$ cat config.mk
export PLATFORM = sky130hd
export DESIGN_NAME = add_seq_arbiter
export DESIGN_NICKNAME = d
export VERILOG_FILES = /design/src/rtl/add_seq_pkg.sv /design/src/rtl/slice_adder3.sv /design/src/rtl/add_seq_arbiter.sv
export SDC_FILE = /design/constraint.sdc
export NUM_CORES = 1
export LEC_CHECK = 0
export BUFFER_PORTS_ARGS = -buffer_cell sky130_fd_sc_hd__buf_2
export CORE_ASPECT_RATIO = 2
export CORE_MARGIN = 2
export CORE_UTILIZATION = 30
export CTS_BUF_LIST = sky130_fd_sc_hd__clkbuf_8
export DETAILED_ROUTE_END_ITERATION = 16
export HOLD_SLACK_MARGIN = 0.06
export PLACE_DENSITY = 0.56
export SLEW_MARGIN = 40
export SYNTH_ARGS = -nofsm -noshare
export SYNTH_HDL_FRONTEND = slang
export SYNTH_HIERARCHICAL = 1
export SYNTH_SLANG_ARGS = --single-unit
export TNS_END_PERCENT = 1
$ cat constraint.sdc
create_clock -name clk -period 4.5 [get_ports clk]
set_input_delay 1.125 -clock clk [delete_from_list [all_inputs] [get_ports clk]]
set_output_delay 1.125 -clock clk [all_outputs]
set_load 0.01 [all_outputs]
$ cat src/rtl/add_seq_pkg.sv
// rtl/add_seq_pkg.sv - shared types, constants and full-adder helper for add_seq_arbiter
package add_seq_pkg;

    localparam int SLICE_W = 3;

    localparam logic [1:0] ST_IDLE = 2'd0;
    localparam logic [1:0] ST_RUN  = 2'd1;
    localparam logic [1:0] ST_DONE = 2'd2;

    typedef enum logic [1:0] {
        S_IDLE = ST_IDLE,
        S_RUN  = ST_RUN,
        S_DONE = ST_DONE
    } state_e;

    // Returns {carry_out, sum} of a single-bit full adder.
    function automatic logic [1:0] full_add(input logic a, input logic b, input logic ci);
        return {(a & b) | (ci & (a ^ b)), a ^ b ^ ci};
    endfunction

endpackage

$ cat src/rtl/slice_adder3.sv
// rtl/slice_adder3.sv - combinational 3-bit ripple adder built from three full adders
module slice_adder3
    import add_seq_pkg::*;
(
    input  logic [SLICE_W-1:0] a_i,
    input  logic [SLICE_W-1:0] b_i,
    input  logic               ci_i,
    output logic [SLICE_W-1:0] s_o,
    output logic               co_o
);

    logic c1;
    logic c2;

    assign {c1,   s_o[0]} = full_add(a_i[0], b_i[0], ci_i);
    assign {c2,   s_o[1]} = full_add(a_i[1], b_i[1], c1);
    assign {co_o, s_o[2]} = full_add(a_i[2], b_i[2], c2);

endmodule

$ cat src/rtl/add_seq_arbiter.sv
// rtl/add_seq_arbiter.sv - round-robin shared 3-bit slice adder doing WIDTH-bit sums LSB chunk first
module add_seq_arbiter
    import add_seq_pkg::*;
#(
    parameter int WIDTH = 9
) (
    input  logic             clk,
    input  logic             rst,
    input  logic             req0,
    input  logic [WIDTH-1:0] a0,
    input  logic [WIDTH-1:0] b0,
    input  logic             req1,
    input  logic [WIDTH-1:0] a1,
    input  logic [WIDTH-1:0] b1,
    output logic             gnt0,
    output logic             gnt1,
    output logic             busy,
    output logic             done,
    output logic             done_id,
    output logic [WIDTH:0]   sum
);

    localparam int SLICES = WIDTH / SLICE_W;
    localparam int CNT_W  = (SLICES > 1) ? $clog2(SLICES) : 1;

    if ((WIDTH % SLICE_W) != 0 || WIDTH < SLICE_W) begin : g_width_check
        $error("add_seq_arbiter: WIDTH must be a positive multiple of 3");
    end

    state_e             state_q;
    logic [WIDTH-1:0]   a_q;
    logic [WIDTH-1:0]   b_q;
    logic [WIDTH-1:0]   res_q;
    logic [WIDTH-1:0]   res_d;
    logic [CNT_W-1:0]   cnt_q;
    logic               carry_q;
    logic               prio_q;
    logic               id_q;
    logic               gnt0_q;
    logic               gnt1_q;
    logic               busy_q;
    logic               done_q;
    logic               done_id_q;
    logic [WIDTH:0]     sum_q;

    logic [SLICE_W-1:0] a_sl;
    logic [SLICE_W-1:0] b_sl;
    logic [SLICE_W-1:0] s_sl;
    logic               co_sl;
    logic               pick1;
    logic               last_slice;

    // prio_q=1 means requester 1 wins a tie; a lone requester always wins.
    assign pick1      = req1 & (~req0 | prio_q);
    assign last_slice = (cnt_q == CNT_W'(SLICES - 1));

    always_comb begin
        a_sl = '0;
        b_sl = '0;
        for (int k = 0; k < SLICES; k++) begin
            if (cnt_q == CNT_W'(k)) begin
                a_sl = a_q[k*SLICE_W +: SLICE_W];
                b_sl = b_q[k*SLICE_W +: SLICE_W];
            end
        end
    end

    slice_adder3 u_slice (
        .a_i  (a_sl),
        .b_i  (b_sl),
        .ci_i (carry_q),
        .s_o  (s_sl),
        .co_o (co_sl)
    );

    always_comb begin
        res_d = res_q;
        for (int k = 0; k < SLICES; k++) begin
            if (cnt_q == CNT_W'(k)) begin
                res_d[k*SLICE_W +: SLICE_W] = s_sl;
            end
        end
    end

    always_ff @(posedge clk or posedge rst) begin
        if (rst) begin
            state_q   <= S_IDLE;
            a_q       <= '0;
            b_q       <= '0;
            res_q     <= '0;
            cnt_q     <= '0;
            carry_q   <= 1'b0;
            prio_q    <= 1'b0;
            id_q      <= 1'b0;
            gnt0_q    <= 1'b0;
            gnt1_q    <= 1'b0;
            busy_q    <= 1'b0;
            done_q    <= 1'b0;
            done_id_q <= 1'b0;
            sum_q     <= '0;
        end else begin
            gnt0_q <= 1'b0;
            gnt1_q <= 1'b0;
            done_q <= 1'b0;
            case (state_q)
                S_IDLE: begin
                    if (req0 || req1) begin
                        a_q     <= pick1 ? a1 : a0;
                        b_q     <= pick1 ? b1 : b0;
                        id_q    <= pick1;
                        carry_q <= 1'b0;
                        cnt_q   <= '0;
                        gnt0_q  <= ~pick1;
                        gnt1_q  <= pick1;
                        busy_q  <= 1'b1;
                        state_q <= S_RUN;
                    end
                end
                S_RUN: begin
                    res_q   <= res_d;
                    carry_q <= co_sl;
                    cnt_q   <= cnt_q + CNT_W'(1);
                    if (last_slice) begin
                        sum_q     <= {co_sl, res_d};
                        done_q    <= 1'b1;
                        done_id_q <= id_q;
                        state_q   <= S_DONE;
                    end
                end
                S_DONE: begin
                    busy_q  <= 1'b0;
                    prio_q  <= ~id_q;
                    state_q <= S_IDLE;
                end
                default: state_q <= S_IDLE;
            endcase
        end
    end

    assign gnt0    = gnt0_q;
    assign gnt1    = gnt1_q;
    assign busy    = busy_q;
    assign done    = done_q;
    assign done_id = done_id_q;
    assign sum     = sum_q;

endmodule

* Word level (Yosys, flattened, before mapping) *
Cells that the tools add are included.

cells by class
  muxes and demuxes = 26
  bitwise gates (word level) = 20
  eq/ne operators = 6
  reductions and logical operators = 10
  $add $sub $neg = 1

operators by type and width
  operator                                                          number
  3-bit two-way mux                                                 9
  9-bit two-way mux                                                 2
  2-bit AND reduction                                               5
  1-bit two-way mux                                                 8
  2-bit one-hot mux with 2 select lines                             2
  1-bit AND                                                         7
  2-bit two-way mux                                                 3
  1-bit XOR                                                         6
  2-bit by 1-bit == test with 1-bit output (second input constant)  2
  2-bit == test (second input constant)                             2
  2-bit zero test                                                   2
  2-bit != test (second input constant)                             2
  1-bit OR                                                          4
  1-bit one-hot mux with 2 select lines                             2
  2-bit nonzero test                                                2
  1-bit inverter                                                    3
  2-bit by 1-bit adder with 2-bit output (second input constant)    1
  1-bit logical OR                                                  1

storage, ports and cells
  bits in registers = 49
  input port bits = 40
  output and inout bits = 15

* Depth between registers and ports, before layout *
Gate-level depths: netlist of run 1.

  depth in word-level cells = 12
  mapped depth = 15
  gate-level depth less buffers = 14

* Cells and area by module *
Netlist of run 1, hierarchy kept.

modules (own cells, without submodules)
  module           sequential area each (um2)  area an instance (um2)  times used  cells an instance
  add_seq_arbiter  1151.1                      2285.9                  1           225
  slice_adder3     0.0                         97.6                    1           13

* Worst setup path after synthesis of run 1 *
No wires, ideal clock.

  path kind = register to register
  from = register cnt_q[0]
  to = register sum_q[8] (netlist: sum[8])
  required time = 4.373 ns
  path slack = 1.714 ns
  library setup time = 0.127 ns
  stages on the path, launching flop included = 14
  data arrival time = 2.659 ns
  clock period less this slack = 2.786 ns
  path through = dfrtp_1 > inv_1 > ha_1 > clkbuf_1 > nand2_1 > o21ai_1 > inv_1 > fa_1 > inv_1 > fa_1 > inv_1 > fa_1 > inv_1 > mux2_1

between the ends
  cells in the longest elaborated chain, start to end = 11
  elaborated cells between the ends (all ways) = 21
  those cells by class = eq/ne (2); mux (7); bitwise (10); reduce/logical (2)

RTL lines
  item                            line                    RTL
  start: declaration              add_seq_arbiter.sv:35   logic [CNT_W-1:0] cnt_q;
  start signal: assignment        add_seq_arbiter.sv:122  cnt_q <= cnt_q + CNT_W'(1);
  2-bit zero test                 add_seq_arbiter.sv:61   if (cnt_q == CNT_W'(k)) begin
  3-bit two-way mux (2 in a row)  add_seq_arbiter.sv:61
  3-bit two-way mux (*)           add_seq_arbiter.sv:61
  named net a_sl[0]               add_seq_arbiter.sv:46   logic [SLICE_W-1:0] a_sl;
  1-bit XOR                       add_seq_pkg.sv:18       return {(a & b) | (ci & (a ^ b)), a ^ b ^ ci};
  1-bit AND                       add_seq_pkg.sv:18
  1-bit OR (*)                    add_seq_pkg.sv:18
  1-bit AND (*)                   add_seq_pkg.sv:18
  1-bit OR (*)                    add_seq_pkg.sv:18
  1-bit XOR (*)                   add_seq_pkg.sv:18
  named net s_sl[2]               add_seq_arbiter.sv:48   logic [SLICE_W-1:0] s_sl;
  3-bit two-way mux (*)           add_seq_arbiter.sv:79   if (cnt_q == CNT_W'(k)) begin
  end signal: assignment          add_seq_arbiter.sv:124  sum_q <= {co_sl, res_d};
  end: declaration                add_seq_arbiter.sv:44   logic [WIDTH:0] sum_q;

The timed path passes the listed nets; every way through them passes the cells marked *.
A chain may end at the register's enable or synchronous reset.

* Worst setup path in the final report of run 1 *
Ends and elaborated chain as after synthesis.

==> results of run 1 <==
==> worst paths after layout <==
path                           from      to  cells past startpoint
setup / recovery           cnt_q[0]  sum[8]                     13
setup reg to reg           cnt_q[0]  sum[8]                     13
min in group asynchronous       rst    busy                      2
hold reg to reg              sum[4]  sum[4]                      2
max in group asynchronous       rst  b_q[7]                      2
hold / removal               sum[4]  sum[4]                      2
==> stage by stage <==
stage          utilization  worst slack, ps  hold slack, ps
5_1_grt              0.356             1110             516
3_3_place_gp         0.341             1500             461
6_report             0.356             1420             488
4_1_cts              0.356             1420             496
2_1_floorplan            -             1710             456
3_5_place_dp         0.341             1450             474
==> Yosys cell counts, types with 5 or more instances <==
cell / n
and3b_1: 6
buf_2: 6
o21ai_0: 19
inv_1: 13
o21ai_1: 15
a21oi_1: 25
mux2i_1: 6
mux2_4: 9
dfrtp_1: 46
nand3_1: 18
nand2_1: 21
clkbuf_1: 5
a31oi_1: 18
==> routing by layer <==
layer | vias to the layer above | global-route usage
li1 | 919 | -
met1 | 879 | 0.184
met2 | 59 | 0.211
met3 | 7 | 0.0233
met4 | 0 | 0.0408
met5 | - | 0
==> cell families after synthesis <==
family	synth area share
adder cells (fa/ha/maj)	0.0409
buffers and inverters	0.0693
AND/OR/NAND/NOR	0.138
AO/OA/AOI/OAI	0.177
multiplexers	0.0913
flip-flops	0.483
==> sequential cells by signal, summed over array words and instances (netlist names) <==
name / cells
gnt1: 1
done: 1
a_q: 9
b_q: 9
cnt_q: 2
prio_q: 1
res_q: 6
sum: 10
id_q: 1
done_id: 1
gnt0: 1
busy: 1
state_q: 2
carry_q: 1
==> power groups by stage <==
stage / Sequential, W / Clock, W / Combinational [W]
2_1_floorplan: 0.000735 / 0 / 0.000883
3_3_place_gp: 0.000740 / 0 / 0.00112
3_5_place_dp: 0.000742 / 0 / 0.00114
4_1_cts: 0.000735 / 0.000318 / 0.00115
5_1_grt: 0.000761 / 0.000330 / 0.00129
6_report: 0.000736 / 0.000309 / 0.00114
==> worst register-to-register path: cells and delay by family, from the launching register on <==
| family | cells | cell delay (ps) |
|---|---|---|
| adder cells (fa/ha/maj) | 4 | 1470 |
| AO/OA/AOI/OAI | 2 | 180 |
| buffers and inverters | 5 | 390 |
| AND/OR/NAND/NOR | 1 | 220 |
| flip-flops | 1 | 410 |
| multiplexers | 1 | 290 |
==> final cells by class <==
cell class / instances / share of cell area
Sequential cell: 46 / 0.413
Tap cell: 96 / 0.0431
Clock buffer: 5 / 0.0247
Inverter: 16 / 0.0224
Multi-Input combinational cell: 159 / 0.384
Clock inverter: 3 / 0.0157
Timing Repair Buffer: 54 / 0.0969
==> results.py, run 1 <==
metrics = {
    "synth": {
        "avgSynthCellArea_um2": 10.0,
        "syn-cell-area_mm2": 0.00238,
        "synth_top_area_share": 0.483,
        "yosysUniqueCellTypes": 30,
        "synthArstFlopShare": 1.00,
        "synth_ff_type": "dfrtp_1",
        "netlist_instances": 238,
        "ys_seq_area_frac": 0.483,
        "yosys_warnings": 6,
        "synth_area_leaders": "dfrtp_1, mux2_4, a21oi_1",
        "ys_ff_latch": 46,
        "synth_top_area_cell": "dfrtp_1",
        "synth_edf_count": 0,
        "syn_nets": 284,
    },
    "route": {
        "drt_wl_total_mm": 5.52,
        "drc": 0,
        "wl_met3_um": 298,
        "ant_nets": 0,
        "top_layer": "met4",
        "dr.pass1.iters": 4,
        "routed-wl-met2_mm": 2.64,
        "drt-met1-wl_mm": 2.51,
        "drt_iter0_drc": 90,
        "vias_per_cell": 4.92,
        "wl_per_cell_um": 14.6,
        "dr_total_vias": 1864,
    },
    "timing": {
        "finalSetupViolCount": 0,
        "hold_violations": 0,
        "setup_tns_ps": 0,
        "tightest_slew_ps": 804,
        "drv_slew": 0,
        "min_period_ps": 3080,
        "skew_ps": 6.09,
        "finalCritPeriodShare": 0.685,
        "timing.fmax_ghz": 0.324,
        "slew_headroom": 0.464,
        "rsz0062_at_grt": "no",
    },
    "finish": {
        "fill_cells": 849,
        "area_delta_synth_final_pct": 17.0,
        "num_antenna_cells": 0,
        "seq_area_mm2": 0.00115,
        "multi_input_area_mm2": 0.00107,
        "final_nets": 328,
        "drive_above_1_share": 0.290,
        "final_cell_mix": "buf_2, dfrtp_1, a21oi_1",
        "stdcell_count": 379,
        "fin_area_mm2": 0.00279,
        "layout_commonest_cell": "buf_2",
    },
    "run": {
        "maxCapViolations": 0,
    },
    "critical_path": {
        "crit_top_cell": "inv_1",
        "slowest_stage": "fa_1",
        "crit_buf_inv": 5,
        "r2r_slack_ps": 1420,
        "crit_fanout": 10,
        "crit_type": "reg2reg",
        "cp-start-kind": "register",
        "cp_data_arrival_time_ps": 3270,
        "endpoint_kind": "register",
        "cpLargestDelayFamily": "adder cells",
        "cp_cell_sequence": "inv_1 -> ha_1 -> and3b_1 -> a21oi_1 -> o21ai_1 -> inv_1 -> fa_1 -> inv_1 -> fa_1 -> inv_1 -> fa_1 -> inv_1 -> mux2_1",
        "crit_required_ps": 4690,
        "cpPeakStageDelay_ps": 470,
    },
    "pwr": {
        "seqPwrFrac": 0.337,
        "switchingPower_w": 0.000907,
        "combPwrFrac": 0.521,
        "p_int_w": 0.00127,
        "fin_total_pwr_w": 0.00218,
        "p_leak_nw": 1.35,
        "clock_power_share": 0.142,
        "p_sw_frac": 0.416,
        "pwr_density_cell_mw_per_mm2": 782,
        "irDropWorstVdd_mv": 0.406,
    },
    "clock_tree": {
        "root_buffer": "clkbuf_8",
        "clk_latency_ps": 300,
        "cts_buffers": 5,
        "cts_setup_buffers": 0,
        "cts_tree": "built",
        "htree_levels": 2,
        "cts_sinks": 46,
        "clk_pin_slew_ps": 90,
        "clockBufferDepth": 2,
        "cts_resized": 0,
        "hold_buffers": 0,
    },
    "global_route": {
        "antenna_found_initial": 0,
        "grt-ovfl-total": 0,
        "grt_max_degree": 47,
        "gr-usage-all-layers": 0.133,
        "grt_pass1_vias": 1878,
        "grt_pass1_wl_mm": 9.04,
    },
    "place": {
        "hpwl_mm": 3.82,
        "place_area_mm2": 0.00267,
        "dp_cells": 371,
        "gp_congestion": 0.787,
        "numPortBuffers": 54,
    },
    "floorplanning": {
        "rows": 46,
        "die-area_mm2": 0.00872,
        "start_util": 0.305,
        "coreArea_mm2": 0.00783,
        "die_h_um": 130,
        "io_pins": 55,
        "chipWidth_um": 67.0,
    },
    "min_path": {
        "hp-class": "reg2reg",
    },
    "run_status": {
        "outcome": "finished clean",
    },
}
No activity file was read; power rests on OpenSTA's default activity.
==> inputs of run 2 (changes only) <==
--- a/config.mk
+++ b/config.mk
@@ -12,7 +12,7 @@
 export CTS_BUF_LIST = sky130_fd_sc_hd__clkbuf_8
 export DETAILED_ROUTE_END_ITERATION = 16
 export HOLD_SLACK_MARGIN = 0.06
-export PLACE_DENSITY = 0.56
+export PLACE_DENSITY = 0.57
 export SLEW_MARGIN = 40
 export SYNTH_ARGS = -nofsm -noshare
 export SYNTH_HDL_FRONTEND = slang
==> constraint.sdc (replaced) <==
create_clock -name clk -period 2.7 [get_ports clk]
set_input_delay 0.675 -clock clk [delete_from_list [all_inputs] [get_ports clk]]
set_output_delay 0.675 -clock clk [all_outputs]
set_load 0.01 [all_outputs]
==> run 2 against run 1 <==
  * Sequential power increased by 66%
  * Sequential share of layout area decreased by 2.0 points
  * First-iteration DRC count increased by 37%
  * Flip-flop and latch count unchanged
  * Critical endpoint is now sum[5]
==> results.py, run 2 (synthesized netlist as in run 1, its figures left out) <==
metrics = {
    "timing": {
        "timing.fmax_ghz": 0.372,
        "setup_tns_ps": 0,
        "skew_ps": 7.64,
        "drv_slew": 0,
        "fin_hold_ws_ps": 482,
        "min_period_ps": 2690,
        "finalSetupViolCount": 0,
        "slew_headroom": 0.503,
        "hold_violations": 0,
        "finalCritPeriodShare": 0.995,
        "rsz0062_at_grt": "yes",
        "tightest_slew_ps": 746,
    },
    "route": {
        "ant_nets": 0,
        "drt_wl_total_mm": 5.95,
        "dr_total_vias": 1955,
        "dr.pass1.iters": 4,
        "wl_per_cell_um": 15.0,
        "vias_per_cell": 4.94,
        "drc": 0,
        "drt_iter0_drc": 123,
    },
    "place": {
        "place_area_mm2": 0.00275,
        "numPortBuffers": 54,
        "gp_congestion": 0.801,
        "hpwl_mm": 4.34,
    },
    "global_route": {
        "grt_pass1_vias": 1989,
        "antenna_found_initial": 0,
        "grt_max_degree": 47,
        "grt-ovfl-total": 0,
        "gr-usage-all-layers": 0.143,
        "grt_pass1_wl_mm": 9.73,
    },
    "critical_path": {
        "cp_cell_sequence": "inv_2 -> ha_4 -> and3b_1 -> a21oi_1 -> o21ai_1 -> inv_1 -> fa_2 -> inv_2 -> fa_2 -> inv_2 -> fa_1 -> inv_2 -> mux2i_1 -> o21ai_1",
        "crit_top_cell": "inv_2",
        "cpPeakStageDelay_ps": 490,
        "slowest_stage": "fa_1",
        "crit_required_ps": 2880,
        "cpLargestDelayFamily": "adder cells",
        "endpoint_kind": "register",
        "crit_fanout": 5,
        "crit_type": "reg2reg",
        "cp-start-kind": "register",
        "cp_data_arrival_time_ps": 2870,
        "crit_buf_inv": 5,
    },
    "pwr": {
        "clock_power_share": 0.113,
        "switchingPower_w": 0.00159,
        "seqPwrFrac": 0.320,
        "p_sw_frac": 0.415,
        "p_int_w": 0.00223,
        "p_leak_nw": 1.42,
        "irDropWorstVdd_mv": 0.624,
        "pwr_density_cell_mw_per_mm2": 1300,
        "combPwrFrac": 0.567,
    },
    "finish": {
        "final_nets": 345,
        "final_cell_mix": "buf_2, dfrtp_1, a21oi_1",
        "fin_area_mm2": 0.00293,
        "num_antenna_cells": 0,
        "drive_above_1_share": 0.363,
        "area_delta_synth_final_pct": 22.8,
        "largest_reg_flops": 10,
        "layout_commonest_cell": "buf_2",
    },
    "clock_tree": {
        "cts_buffers": 5,
        "clockBufferDepth": 2,
        "htree_levels": 2,
        "clk_latency_ps": 300,
        "root_buffer": "clkbuf_8",
        "clk_pin_slew_ps": 80,
        "cts_sinks": 46,
        "cts_tree": "built",
    },
    "floorplanning": {
        "start_util": 0.305,
        "die_h_um": 130,
        "chipWidth_um": 67.0,
        "die-area_mm2": 0.00872,
        "coreArea_mm2": 0.00783,
        "rows": 46,
        "io_pins": 55,
    },
    "run": {
        "maxCapViolations": 0,
    },
    "run_status": {
        "outcome": "finished clean",
    },
    "min_path": {
        "hp-class": "reg2reg",
    },
}
-- run 2: cell types whose count changed in the layout (fill, tap and decap cells not counted), moves of 2 or more --
cell   change
ha_1       -3
buf_4     +17
fa_2       +2
ha_4       +2
inv_1      -4
inv_2      +5
fa_1       -2
-- run 2: routing by layer --
metal	global-route usage	part of all wire	vias up
li1	-	-	954
met1	0.175	0.41	942
met2	0.257	0.54	53
met3	0.0216	0.044	6
met4	0.0372	0.011	0
met5	0	0	-
-- run 2: power groups by stage --
stage          registers (W)  logic (W)  clock network, W
2_1_floorplan        0.00123    0.00147                 0
3_3_place_gp         0.00122    0.00194                 0
3_5_place_dp         0.00123    0.00203                 0
4_1_cts              0.00122    0.00217          0.000447
5_1_grt              0.00126    0.00241          0.000475
6_report             0.00122    0.00217          0.000431
-- run 2: worst paths after layout --
path / startpoint / to / slack [ps] / depth (start not counted)
setup / recovery: cnt_q[0] / sum[5] / 10 / 14
hold / removal: sum[0] / sum[0] / 480 / 2
setup reg to reg: cnt_q[0] / sum[5] / 10 / 14
hold reg to reg: sum[0] / sum[0] / 480 / 2
max in group asynchronous: rst / cnt_q[1] / 1780 / 3
min in group asynchronous: rst / done_id / 510 / 3
-- run 2: stage by stage --
step / power [W] / cells / worst slack, ps / util
floorplan: 0.00270 / 238 / 3.19 / -
global placement: 0.00316 / 382 / 16.5 / 0.352
detailed placement: 0.00326 / 382 / -99.6 / 0.352
CTS: 0.00384 / 395 / 28.4 / 0.372
global route: 0.00414 / 396 / -72.2 / 0.374
finish: 0.00382 / 396 / 13.2 / 0.374
-- run 2: repair_timing --
action                     in CTS  in global routing
pin swaps                       5                  4
hold buffers                    0                  0
gates resized for setup        11                  3
setup buffers                   5                  1
setup endpoints to repair       5                  5
-- run 2: layout make-up --
class,instances,area [um2]
fillers,825,4900
flip-flops and latches,46,1150
multi-input cells,159,1110
repair buffers,71,398
well taps,96,120
clock buffers,6,82.6
inverters,16,60.1
clock inverters,2,8.76
-- run 2: worst reg2reg max path, delay by kind of cell (launching register included) --
family                     cells  cell delay [ps]
and+or+nand+nor                1              160
adders and majority gates      4             1150
AOI/OAI and AO/OA              3              300
buffers and inverters          5              360
muxes                          1              170
DFF                            1              440
==> inputs of run 3 (changes only) <==
--- a/config.mk
+++ b/config.mk
@@ -10,9 +10,11 @@
 export CORE_MARGIN = 2
 export CORE_UTILIZATION = 30
 export CTS_BUF_LIST = sky130_fd_sc_hd__clkbuf_8
+export CTS_CLUSTER_SIZE = 10
 export DETAILED_ROUTE_END_ITERATION = 16
 export HOLD_SLACK_MARGIN = 0.06
-export PLACE_DENSITY = 0.57
+export PLACE_DENSITY = 0.56
+export RECOVER_POWER = 25
 export SLEW_MARGIN = 40
 export SYNTH_ARGS = -nofsm -noshare
 export SYNTH_HDL_FRONTEND = slang
==> constraint.sdc (replaced) <==
create_clock -name clk -period 3.5 [get_ports clk]
set_input_delay 0.875 -clock clk [delete_from_list [all_inputs] [get_ports clk]]
set_output_delay 0.875 -clock clk [all_outputs]
set_load 0.01 [all_outputs]
==> run 3 against run 2 <==
  * The run now ends with capacitance limit, slew limit left
  * Non-clock buffer count fell by 14
  * Die area unchanged
  * Count of clock-buffer cells in the layout is 1 lower
  * Cell count down 3.5%
  * Flip-flop and latch count unchanged
  * Maximum frequency down 14%
  * Via count shrank 2.8%
  * Critical path type unchanged
  * Critical endpoint is now sum[8]
==> results.py, run 3 (synthesized netlist as in run 1, its figures left out) <==
metrics = {
    "floorplanning": {
        "chipWidth_um": 67.0,
        "start_util": 0.305,
        "rows": 46,
        "coreArea_mm2": 0.00783,
        "die-area_mm2": 0.00872,
        "io_pins": 55,
        "die_h_um": 130,
    },
    "finish": {
        "drive_above_1_share": 0.297,
        "layout_commonest_cell": "buf_2",
        "stdcell_count": 382,
        "final_cell_mix": "buf_2, dfrtp_1, a21oi_1",
        "fin_area_mm2": 0.00281,
        "area_delta_synth_final_pct": 17.7,
        "largest_reg_flops": 10,
        "num_antenna_cells": 0,
        "final_nets": 331,
    },
    "global_route": {
        "grt-ovfl-total": 0,
        "grt_util_met3": 0.0207,
        "grt_pass1_vias": 1924,
        "gr-usage-all-layers": 0.143,
        "use_met2": 0.228,
        "grt_max_degree": 47,
        "antenna_found_initial": 0,
        "grt_pass1_wl_mm": 9.64,
        "globalRouteMet1Util": 0.199,
        "top_usage_layer": "met2",
    },
    "route": {
        "drt_iter0_drc": 83,
        "dr_total_vias": 1900,
        "drc": 0,
        "wl_per_cell_um": 14.9,
        "dr.pass1.iters": 4,
        "ant_nets": 0,
        "drt_wl_total_mm": 5.71,
        "vias_per_cell": 4.97,
    },
    "clock_tree": {
        "htree_levels": 2,
        "clockBufferDepth": 2,
        "cts_resized": 0,
        "root_buffer": "clkbuf_8",
        "hold_buffers": 0,
        "clk_pin_slew_ps": 90,
        "clk_latency_ps": 300,
        "cts_sinks": 46,
        "cts_setup_buffers": 0,
        "cts_buffers": 5,
        "cts_tree": "built",
    },
    "timing": {
        "slew_headroom": -0.345,
        "setup_tns_ps": 0,
        "skew_ps": 7.50,
        "timing.fmax_ghz": 0.322,
        "finalSetupViolCount": 0,
        "rsz0062_at_grt": "no",
        "tightest_slew_ps": 2010,
        "hold_violations": 0,
        "drv_slew": 47,
        "finalCritPeriodShare": 0.888,
        "min_period_ps": 3110,
        "fin_hold_ws_ps": 491,
    },
    "min_path": {
        "whs_path_depth": 2,
        "min_from": "sum[4]",
        "min_to": "sum[4]",
        "hp-class": "reg2reg",
    },
    "critical_path": {
        "reg2reg_from": "cnt_q[0]",
        "reg2regPathDepth": 13,
        "endpoint_kind": "register",
        "crit_required_ps": 3690,
        "r2r-end": "sum[8]",
        "crit_type": "reg2reg",
        "crit_fanout": 10,
        "r2r_slack_ps": 390,
        "cp_data_arrival_time_ps": 3300,
        "cp-start-kind": "register",
    },
    "pwr": {
        "combPwrFrac": 0.527,
        "switchingPower_w": 0.00119,
        "irDropWorstVdd_mv": 0.479,
        "seqPwrFrac": 0.332,
        "fin_total_pwr_w": 0.00284,
        "p_leak_nw": 1.36,
        "clock_power_share": 0.141,
        "p_sw_frac": 0.417,
        "p_int_w": 0.00166,
        "pwr_density_cell_mw_per_mm2": 1010,
    },
    "place": {
        "hpwl_mm": 4.05,
        "gp_congestion": 0.785,
        "numPortBuffers": 54,
        "place_area_mm2": 0.00269,
        "dp_cells": 374,
    },
    "run_status": {
        "violations": "capacitance limit, slew limit",
        "outcome": "finished with violations",
    },
    "run": {
        "maxCapViolations": 1,
    },
}
[run 3: cell types whose count changed in the layout (fill, tap and decap cells not counted), sizes merged]
cell and delta:
buf -14, bufinv +1, clkbuf -1, clkinv -1, clkinvlp +1
[run 3: critical path: stages, from the launching register on]
cell     delay [ps]
dfrtp_1         400
inv_1           100
ha_1            460
and3b_1         220
a21oi_1          40
o21ai_1         130
inv_1            70
fa_1            410
inv_1            70
fa_1            160
inv_1            50
fa_1            480
inv_1            90
mux2_1          300
[run 3: how the worst max path moves through the flow]
| stage | start | to | cells after the start |
|---|---|---|---|
| floorplan | cnt_q[0] | sum[8] | 13 |
| CTS | cnt_q[0] | sum[8] | 13 |
| detailed placement | cnt_q[0] | sum[8] | 13 |
| global route | cnt_q[0] | sum[8] | 13 |
| global placement | cnt_q[0] | sum[8] | 13 |
| finish | cnt_q[0] | sum[8] | 13 |
[run 3: cell type report]
type,count,area (um2)
fill,875,5020
sequential,46,1150
multi-input combinational,159,1070
timing repair buffer,57,293
tap,96,120
clock buffer,5,68.8
inverter,16,61.3
clock inverter,3,43.8
[run 3: metal layers]
| layer | routed length, um | part of all wire | up-vias |
|---|---|---|---|
| li1 | - | - | 926 |
| met1 | 2470 | 0.43 | 905 |
| met2 | 2800 | 0.49 | 63 |
| met3 | 358 | 0.063 | 6 |
| met4 | 76 | 0.013 | 0 |
| met5 | 0 | 0 | - |
[run 3: power groups by stage]
stage | Clock (W) | Sequential [W] | Combinational (W)
2_1_floorplan | 0 | 0.000945 | 0.00114
3_3_place_gp | 0 | 0.000949 | 0.00147
3_5_place_dp | 0 | 0.000959 | 0.00152
4_1_cts | 0.000415 | 0.000950 | 0.00153
5_1_grt | 0.000434 | 0.000979 | 0.00170
6_report | 0.000402 | 0.000945 | 0.00150
[run 3: per-stage QoR]
| step | utilization | setup WS, ps |
|---|---|---|
| global placement | 0.344 | 485 |
| detailed placement | 0.344 | 394 |
| global route | 0.358 | 149 |
| floorplan | - | 714 |
| finish | 0.358 | 391 |
| CTS | 0.359 | 358 |
